## src/rtl/sram_master.sv

```systemverilog
// sram_master: host-facing burst initiator for a single-port SRAM with a
// four-phase valid/ready handshake. Each beat raises valid, waits for
// ready high, drops valid, then waits for ready low before the next beat.
// Write data streams in through wd_*, and read data streams out through rsp_*.
// A target that never changes the level of ready ends the burst with an err pulse.
module sram_master #(
  parameter int ADDR_W  = 8,
  parameter int DATA_W  = 16,
  parameter int TIMEOUT = 15
) (
  input  logic              clk,
  input  logic              rst,
  // host command interface
  input  logic              cmd_valid,
  output logic              cmd_ready,
  input  logic              cmd_wr,
  input  logic [ADDR_W-1:0] cmd_addr,
  input  logic [3:0]        cmd_len,
  // host write data
  input  logic              wd_valid,
  output logic              wd_ready,
  input  logic [DATA_W-1:0] wd_data,
  // host read response
  output logic              rsp_valid,
  input  logic              rsp_ready,
  output logic [DATA_W-1:0] rsp_data,
  output logic              rsp_last,
  // status
  output logic              done,
  output logic              err,
  output logic              busy,
  // SRAM side
  output logic [ADDR_W-1:0] addr,
  output logic [DATA_W-1:0] wr_data,
  output logic              wr_rd,
  output logic              valid,
  input  logic              ready,
  input  logic [DATA_W-1:0] rd_data
);

  typedef enum logic [2:0] {IDLE, FETCH, REQ, RELEASE, RESP} state_t;

  localparam logic [7:0] TCNT_LAST = 8'(TIMEOUT - 1);

  state_t      state_q, state_d;
  logic        is_wr_q;
  logic [3:0]  len_q;
  logic [3:0]  beat_q;
  logic [7:0]  tcnt_q;

  logic        last_beat;
  logic        tcnt_hit;
  logic        cmd_fire;
  logic        data_fire;
  logic        ack_seen;
  logic        idle_seen;
  logic        rsp_fire;
  logic        abort;

  assign last_beat = (beat_q == len_q);
  assign tcnt_hit  = (tcnt_q == TCNT_LAST);

  // A ready level left high by an aborted or reset burst must never look like
  // the acknowledge of a new command, so a command is accepted only while ready is low.
  assign cmd_ready = (state_q == IDLE) && !ready;
  assign wd_ready  = (state_q == FETCH);
  assign busy      = (state_q != IDLE);

  // Next-state logic and the one-cycle event strobes that drive the datapath.
  always_comb begin
    // NOTE: every signal assigned in this block receives a default first, so that no path infers a latch.
    state_d   = state_q;
    cmd_fire  = 1'b0;
    data_fire = 1'b0;
    ack_seen  = 1'b0;
    idle_seen = 1'b0;
    rsp_fire  = 1'b0;
    abort     = 1'b0;
    unique case (state_q)
      IDLE: begin
        if (cmd_valid && cmd_ready) begin
          cmd_fire = 1'b1;
          state_d  = cmd_wr ? FETCH : REQ;
        end
      end
      FETCH: begin
        // The host may take as long as it likes; no timeout applies here.
        if (wd_valid) begin
          data_fire = 1'b1;
          state_d   = REQ;
        end
      end
      REQ: begin
        if (ready) begin
          ack_seen = 1'b1;
          state_d  = RELEASE;
        end else if (tcnt_hit) begin
          abort   = 1'b1;
          state_d = IDLE;
        end
      end
      RELEASE: begin
        if (!ready) begin
          idle_seen = 1'b1;
          if (!is_wr_q)       state_d = RESP;
          else if (last_beat) state_d = IDLE;
          else                state_d = FETCH;
        end else if (tcnt_hit) begin
          abort   = 1'b1;
          state_d = IDLE;
        end
      end
      RESP: begin
        if (rsp_ready) begin
          rsp_fire = 1'b1;
          state_d  = last_beat ? IDLE : REQ;
        end
      end
      default: state_d = IDLE;
    endcase
  end

  // State register.
  always_ff @(posedge clk or negedge rst) begin
    if (!rst) state_q <= IDLE;
    else      state_q <= state_d;
  end

  // The wait counter restarts on every state change and counts cycles spent
  // waiting for a ready level change in REQ or RELEASE.
  always_ff @(posedge clk or negedge rst) begin
    if (!rst) begin
      tcnt_q <= '0;
    end else if (state_d != state_q) begin
      tcnt_q <= '0;
    end else if (state_q == REQ || state_q == RELEASE) begin
      tcnt_q <= tcnt_q + 8'd1;
    end
  end

  // Burst bookkeeping, SRAM request outputs, host response, and status pulses.
  always_ff @(posedge clk or negedge rst) begin
    // NOTE: sequential state uses non-blocking assignments only, so every register samples pre-edge values.
    if (!rst) begin
      is_wr_q   <= 1'b0;
      len_q     <= '0;
      beat_q    <= '0;
      addr      <= '0;
      wr_data   <= '0;
      wr_rd     <= 1'b0;
      valid     <= 1'b0;
      rsp_valid <= 1'b0;
      rsp_data  <= '0;
      rsp_last  <= 1'b0;
      done      <= 1'b0;
      err       <= 1'b0;
    end else begin
      done <= 1'b0;
      err  <= 1'b0;

      if (cmd_fire) begin
        is_wr_q <= cmd_wr;
        len_q   <= cmd_len;
        beat_q  <= '0;
        addr    <= cmd_addr;
        wr_rd   <= cmd_wr;
        // A read has nothing to fetch, so its request starts immediately.
        if (!cmd_wr) valid <= 1'b1;
      end

      if (data_fire) begin
        wr_data <= wd_data;
        valid   <= 1'b1;
      end

      if (ack_seen) begin
        valid <= 1'b0;
        if (!is_wr_q) rsp_data <= rd_data;
      end

      if (idle_seen) begin
        if (!is_wr_q) begin
          rsp_valid <= 1'b1;
          rsp_last  <= last_beat;
        end else if (last_beat) begin
          done <= 1'b1;
        end else begin
          beat_q <= beat_q + 4'd1;
          addr   <= addr + ADDR_W'(1);
        end
      end

      if (rsp_fire) begin
        rsp_valid <= 1'b0;
        rsp_last  <= 1'b0;
        if (last_beat) begin
          done <= 1'b1;
        end else begin
          beat_q <= beat_q + 4'd1;
          addr   <= addr + ADDR_W'(1);
          valid  <= 1'b1;
        end
      end

      // An unresponsive target drops the rest of the burst; done never follows.
      if (abort) begin
        valid     <= 1'b0;
        rsp_valid <= 1'b0;
        rsp_last  <= 1'b0;
        err       <= 1'b1;
      end
    end
  end

endmodule

```

## config.mk

```make
export PLATFORM = sky130hd
export DESIGN_NAME = sram_master
export DESIGN_NICKNAME = d
export VERILOG_FILES = /design/src/rtl/sram_master.sv
export SDC_FILE = /design/constraint.sdc
export NUM_CORES = 1
export LEC_CHECK = 0
export ABC_AREA = 1
export BUFFER_PORTS_ARGS = -buffer_cell sky130_fd_sc_hd__buf_2
export CAP_MARGIN = 5
export CORE_MARGIN = 2
export CORE_UTILIZATION = 40
export CTS_BUF_LIST = sky130_fd_sc_hd__clkbuf_16
export CTS_CLUSTER_DIAMETER = 40
export DETAILED_ROUTE_END_ITERATION = 12
export PLACE_DENSITY = 0.69
export SETUP_SLACK_MARGIN = 0.1
export SYNTH_ARGS = -nofsm -noshare
export SYNTH_HDL_FRONTEND = slang
export SYNTH_SLANG_ARGS = --single-unit
```

## constraint.sdc

```tcl
create_clock -name clk -period 3.16 [get_ports clk]
set_clock_uncertainty 0.15 [all_clocks]
set_input_delay 0.316 -clock clk [delete_from_list [all_inputs] [get_ports clk]]
set_output_delay 0.316 -clock clk [all_outputs]
set_load 0.02 [all_outputs]
```

==> results of run 1 <==
## through the flow
step | std cells | instance area, um^2 | total power, mW | util | setup WS, ns
after floorplan | 307 | 3213 | 2.633 | - | 1.302
after global placement | 503 | 3800 | 3.103 | 0.4892 | 1.037
after detailed placement | 503 | 3800 | 3.155 | 0.4892 | 0.9773
after CTS | 520 | 4098 | 4.114 | 0.5275 | 0.9540
after global routing | 520 | 4098 | 4.332 | 0.5275 | 0.7802
final | 520 | 4098 | 4.041 | 0.5275 | 0.9615
## worst max-delay path, stage by stage, from the launching register on
cell and delay (ns):
dfrtp_1 0.47, nor2_2 0.22, nand4_2 0.30, inv_2 0.36
nand2_2 0.11, nand2_1 0.10, inv_2 0.05, nand3_2 0.08
nand3_4 0.15, nor3_2 0.13
## routing by layer
layer | part of all wire | up-vias | GRT usage
met5 | 0 | - | 0
met4 | 0.011 | 0 | 0.05072
met3 | 0.043 | 5 | 0.03787
met2 | 0.53 | 56 | 0.2890
met1 | 0.42 | 1148 | 0.1806
li1 | - | 1215 | -
## cell usage in the layout (no fill, tap or decap), types with 2 or more instances in the layout
master and count:
nor2_4 2, buf_2 99, o22ai_1 2, inv_2 10
a21oi_1 6, clkbuf_16 9, a31oi_1 2, nor3_2 9
nand2_2 7, o21ai_0 8, nand2_1 52, ha_1 4
inv_4 2, nor2_2 4, mux2_1 19, dfrtp_1 65
nor3_1 2, xor2_1 11, nand2_4 4, clkinv_1 2
o21ai_1 7, nand3_2 3, nor2_1 11, mux2_2 13
nand3_1 16, inv_1 28, xnor2_1 3
## sequential cells by signal (all words and copies together) (netlist names), 3 cells and up
name      count
rsp_data     16
wr_data      16
addr          8
tcnt_q        8
beat_q        4
len_q         4
state_q       3
## worst paths after layout
| kind | startpoint | endpoint | slack (ns) |
|---|---|---|---|
| worst max-delay path | state_q[1] | tcnt_q[1] | 0.96 |
| worst min-delay path | cmd_len[0] | len_q[0] | 0.05 |
| worst max register to register | state_q[1] | tcnt_q[1] | 0.96 |
| worst min register to register | rsp_data[0] | rsp_data[0] | 0.33 |
| max in group asynchronous | rst | valid | 2.06 |
| min in group asynchronous | rst | addr[5] | 0.23 |
## power by group through the flow
stage / registers [mW] / clock network, mW / logic (mW)
finish: 1.39 / 0.928 / 1.72
floorplan: 1.75 / 0 / 0.887
CTS: 1.40 / 0.962 / 1.75
detailed placement: 1.41 / 0 / 1.74
global placement: 1.39 / 0 / 1.71
global route: 1.44 / 1.00 / 1.89
## logic make-up (layout without fill, tap and decap cells)
kind of cell,count (synthesis),count (layout)
DFF,65,65
buffers and inverters,45,156
adders and majority gates,4,4
xor gates and xnor gates,14,14
AOI/OAI and AO/OA,30,30
muxes,33,33
and+or+nand+nor,116,116
## cell usage after synthesis, types with 6 or more instances
library cell and instances:
mux2_2 13, dfrtp_1 65, nor2_1 11, xor2_1 11, nand2_1 52, nand2_2 7, o21ai_0 8, o21ai_1 7
inv_2 10, nand3_1 16, inv_1 27, mux2_1 19, a21oi_1 6, nor3_2 9
## layout make-up
type | count | area [um^2] | area share
timing repair buffer | 101 | 525.5 | 0.1282
tap | 102 | 127.6 | 0.03114
clock buffer | 9 | 225.2 | 0.05496
clock inverter | 7 | 62.56 | 0.01527
sequential | 65 | 1627 | 0.3969
inverter | 39 | 151.4 | 0.03695
multi-input combinational | 197 | 1379 | 0.3365
==> summary.txt, run 1 <==
status: completed
synth unique cells: 39
post-route minimum period: 2.198 ns
Final TNS setup: 0 ns
crit share post-route: 0.6957
Clock Power Share: 0.230
Sequential Power Share: 0.345
worst hold path cell count: 3
Sw Ratio: 0.4035
Final #Nets: 468
initial antenna violation count: 0
Synth area leaders: dfrtp_1 51%, mux2_1 6.7%, nand2_1 6.1%
Clock Sinks: 65
global-route wire length before repair: 10.78 mm
Syn-to-layout area delta: 27.53%
Crit Path Category: reg -> reg
P_leak: 2.104 nW
H-tree level count: 3
Worst-path clk slew: 0.05 ns
Reg2Reg Depth: 9
post-DP HPWL: 5.009 mm
Die H: 93.63 um
Ys Warns: 0
Fin Hold WS: 0.04980 ns
Antenna diodes: 0
drt pass-1 iters: 4
Avg Inst Size Synth: 10.47 um^2
crit start category: flip-flop
DR vias/cell: 4.662
CTS tree: done
worst vdd ir: 409.9 uV
fraction of layout cells with a size suffix above 1: 0.4139
sequential cell area fraction in the yosys report: 0.5062
final hold violations: 0
Starting Density: 0.4137
port bufs: 99
Async SR Flop Fraction: 1.000
Initial DRC Count: 90
number of global-route vias before repair: 2424
Synth Area in XOR/XNOR: 0.03816
Slew Limit Fails: 0
Avg WL per Cell: 12.52 um
Synth Area in Compound Gates: 0.05530
CTS Root Cell: clkbuf_16
DRC Markers: 0
Post-Synthesis Cell Area: 3213 um^2
via count: 2424
die area: 8766 um^2
Crit path required time: 3.25 ns
ys flop type: dfrtp_1
overall routing resource usage: 0.1579
largest family of logic cells by synthesized area: simple AND/OR/NAND/NOR gates
post-CTS sizing: 0
EDFF count, synth: 0
GP Congestion: 0.8222
max-capacitance violation count: 0
Simple-Gate Fraction of Synth Area: 0.2048
Fillers: 728
CTS Hold Buffers Added: 1
PD cells: 986.2 nW/um^2
WP data arrival: 2.29 ns
Comb power frac: 0.426
final setup violation count: 0
Routed WL: 6.508 mm
Clock Path Buffers: 2
Post-CTS Setup Bufs: 0
FP Rows: 32
core footprint: 7767 um^2
Num CTS Buffers: 9
hold crit path type: in -> reg
Crit. End Element: flip-flop
f_max: 454.9 MHz
RSZ-0062 raised after global routing: no
Worst-Margin Slew: 0.3288 ns
number of routed nets with antenna violations: 0
Gate Count Post-Synth: 307
syn_nets: 362
number of synthesized register bits: 65
Die Width: 93.63 um
worst skew pair latency: 0.32 ns
Synth Area in Adders: 0.01558
Slew headroom: 0.7803
IO Pins: 100
largest net degree at the start of global routing: 59
largest area contributor in the netlist: dfrtp_1
sw power: 1.630 mW
Worst Path Max Fanout: 18
post-synthesis mux area share: 0.1153
internal power: 2.411 mW
grt ovf: 0
top-area cell type share of the netlist area: 0.5062
Note: power is estimated with default switching activity, not from simulation.
==> inputs of run 2 (changes only) <==
--- a/config.mk
+++ b/config.mk
@@ -13,7 +13,7 @@
 export CTS_BUF_LIST = sky130_fd_sc_hd__clkbuf_16
 export CTS_CLUSTER_DIAMETER = 40
 export DETAILED_ROUTE_END_ITERATION = 12
-export PLACE_DENSITY = 0.69
+export PLACE_DENSITY = 0.71
 export SETUP_SLACK_MARGIN = 0.1
 export SYNTH_ARGS = -nofsm -noshare
 export SYNTH_HDL_FRONTEND = slang
==> constraint.sdc (replaced) <==
create_clock -name clk -period 1.8 [get_ports clk]
set_clock_uncertainty 0.15 [all_clocks]
set_input_delay 0.18 -clock clk [delete_from_list [all_inputs] [get_ports clk]]
set_output_delay 0.18 -clock clk [all_outputs]
set_load 0.02 [all_outputs]
==> summary.txt, run 2 (same netlist as run 1, synthesis figures left out) <==
final core utilization: 0.6293 (was 0.5275)
port bufs: 99 (unchanged)
die area: 8766 um^2 (unchanged)
Die Width: 93.63 um (unchanged)
drt pass-1 iters: 4 (unchanged)
Num CTS Buffers: 9 (unchanged)
global-route wire length before repair: 12.32 mm (was 10.78 mm)
max-capacitance violation count: 0 (unchanged)
commonest non-fill, non-tap cells in the layout: 98 x buf_2, 63 x dfrtp_1, 46 x nand2_1 (was 99 x buf_2, 65 x dfrtp_1, 52 x nand2_1)
grt ovf: 0 (unchanged)
CTS Root Cell: clkbuf_16 (unchanged)
Final #Nets: 531 (was 468)
Clock Path Buffers: 2 (unchanged)
IO Pins: 100 (unchanged)
Slew Limit Fails: 0 (unchanged)
total power: 7.660 mW (was 4.041 mW)
post-DP HPWL: 5.087 mm (was 5.009 mm)
overall routing resource usage: 0.1843 (was 0.1579)
worst vdd ir: 826.7 uV (was 409.9 uV)
WP data arrival: 1.87 ns (was 2.29 ns)
RSZ-0062 raised after global routing: yes (was no)
final worst slack: -0.01933 ns (was 0.9615 ns)
Initial DRC Count: 85 (was 90)
Fin Hold WS: 0.04023 ns (was 0.04980 ns)
Die H: 93.63 um (unchanged)
Crit Path Category: reg -> reg (unchanged)
initial antenna violation count: 0 (unchanged)
violated checks: negative setup slack
Worst Path Max Fanout: 3 (was 18)
f_max: 549.7 MHz (was 454.9 MHz)
final setup violation count: 2 (was 0)
H-tree level count: 3 (unchanged)
FP Rows: 32 (unchanged)
Starting Density: 0.4137 (unchanged)
final hold violations: 0 (unchanged)
number of routed nets with antenna violations: 0 (unchanged)
CTS tree: done (unchanged)
via count: 2700 (was 2424)
DRC Markers: 0 (unchanged)
post-route non-filler standard cell count: 582 (was 520)
CP top delay family: buffers and inverters (was simple AND/OR/NAND/NOR gates)
core footprint: 7767 um^2 (unchanged)
crit share post-route: 1.011 (was 0.6957)
Final Instance Area: 4888 um^2 (was 4098 um^2)
status: finished with violations (was completed)
commonest non-fill, non-tap cell in the layout: buf_2 (unchanged)
worst skew pair latency: 0.32 ns (about the same)
post-route minimum period: 1.819 ns (was 2.198 ns)
Clock Sinks: 65 (unchanged)
Crit path required time: 1.85 ns (was 3.25 ns)
GR peak layer: met2 (unchanged)
P_leak: 2.430 nW (was 2.104 nW)
Routed WL: 7.795 mm (was 6.508 mm)
PD cells: 1567 nW/um^2 (was 986.2 nW/um^2)
Worst-Margin Slew: 0.3387 ns (was 0.3288 ns)
Worst-path clk slew: 0.06 ns (was 0.05 ns)
fraction of layout cells with a size suffix above 1: 0.4792 (was 0.4139)
Syn-to-layout area delta: 52.14% (was 27.53%)
Avg WL per Cell: 13.39 um (was 12.52 um)
number of global-route vias before repair: 2686 (was 2424)
slowest stage delay, CP: 0.37 ns (was 0.47 ns)
met3 Usage GRT: 0.04432 (was 0.03787)
hold crit path type: in -> reg (unchanged)
DR vias/cell: 4.639 (was 4.662)
area post-placement: 3938 um^2 (was 3800 um^2)
crit start category: flip-flop (unchanged)
slowest CP cell: dfrtp_1 (unchanged)
Antenna diodes: 0 (unchanged)
registers with the most flip-flops: rsp_data (16), wr_data (16) (unchanged)
Slew headroom: 0.7742 (was 0.7803)
GP Congestion: 0.8820 (was 0.8222)
met2 usage: 0.3237 (was 0.2890)
Post-Place Cells: 516 (was 503)
GR Layer Usage met1: 0.2163 (was 0.1806)
largest net degree at the start of global routing: 66 (was 59)
Crit. End Element: flip-flop (unchanged)
critical path, cell by cell: inv_1, ha_2, inv_2, nor2_4, nand3_4, buf_4, buf_6, buf_4, inv_4, o2111a_2, a21oi_2 (was nor2_2, nand4_2, inv_2, nand2_2, nand2_1, inv_2, nand3_2, nand3_4, nor3_2)
CP bufs+invs: 6 (was 2)
CP most frequent cell: buf_4 (was inv_2)
[run 2: what timing repair did]
| item | in CTS | in global routing |
|---|---|---|
| setup endpoints to repair | 33 | 46 |
| pin swaps | 0 | 11 |
| hold buffers | 40 | 0 |
| hold endpoints to repair | 104 | 0 |
| resized for setup | 10 | 42 |
| setup buffers | 4 | 7 |
[run 2: worst min-delay path, stage by stage]
cell	delay (ns)
buf_2	0.08
nand2_1	0.06
nand3_2	0.07
o21ai_1	0.05
inv_1	0.04
[run 2: layout make-up]
cell class | count | area (um^2)
Clock inverter | 6 | 52.55
Fill cell | 648 | 2879
Inverter | 39 | 163.9
Tap cell | 102 | 127.6
Timing Repair Buffer | 164 | 1150
Sequential cell | 65 | 1629
Clock buffer | 9 | 225.2
Multi-Input combinational cell | 197 | 1540
[run 2: layer usage]
layer | up-vias | wire length [um] | share of wire
met2 | 60 | 4063 | 0.52
met5 | - | 0 | 0
met1 | 1284 | 3293 | 0.42
met3 | 14 | 258 | 0.033
li1 | 1342 | - | -
met4 | 0 | 180 | 0.023
[run 2: power by group]
part           total [mW]  switching (mW)  internal, mW
Sequential           2.47           0.402          2.07
Combinational        3.58            2.14          1.43
Clock                1.62           0.572          1.04
Total                7.66            3.12          4.54
[run 2: path summary, 6_finish.rpt]
check                            start          end  slack [ns]  cells past startpoint
max reg2reg                  tcnt_q[0]        valid       -0.02                     11
max in group asynchronous          rst   state_q[0]        0.94                      3
min in group asynchronous          rst  rsp_data[4]        0.28                      3
max                          tcnt_q[0]        valid       -0.02                     11
min reg2reg                rsp_data[0]  rsp_data[0]        0.33                      1
min                        cmd_addr[7]      addr[7]        0.04                      5
[run 2: through the flow]
step	worst slack (ns)	TNS [ns]
floorplan	0.09542	0
global placement	0.05903	0
detailed placement	0.03823	0
CTS	0.06645	0
global route	-0.1099	-1.019
finish	-0.01933	-0.02126
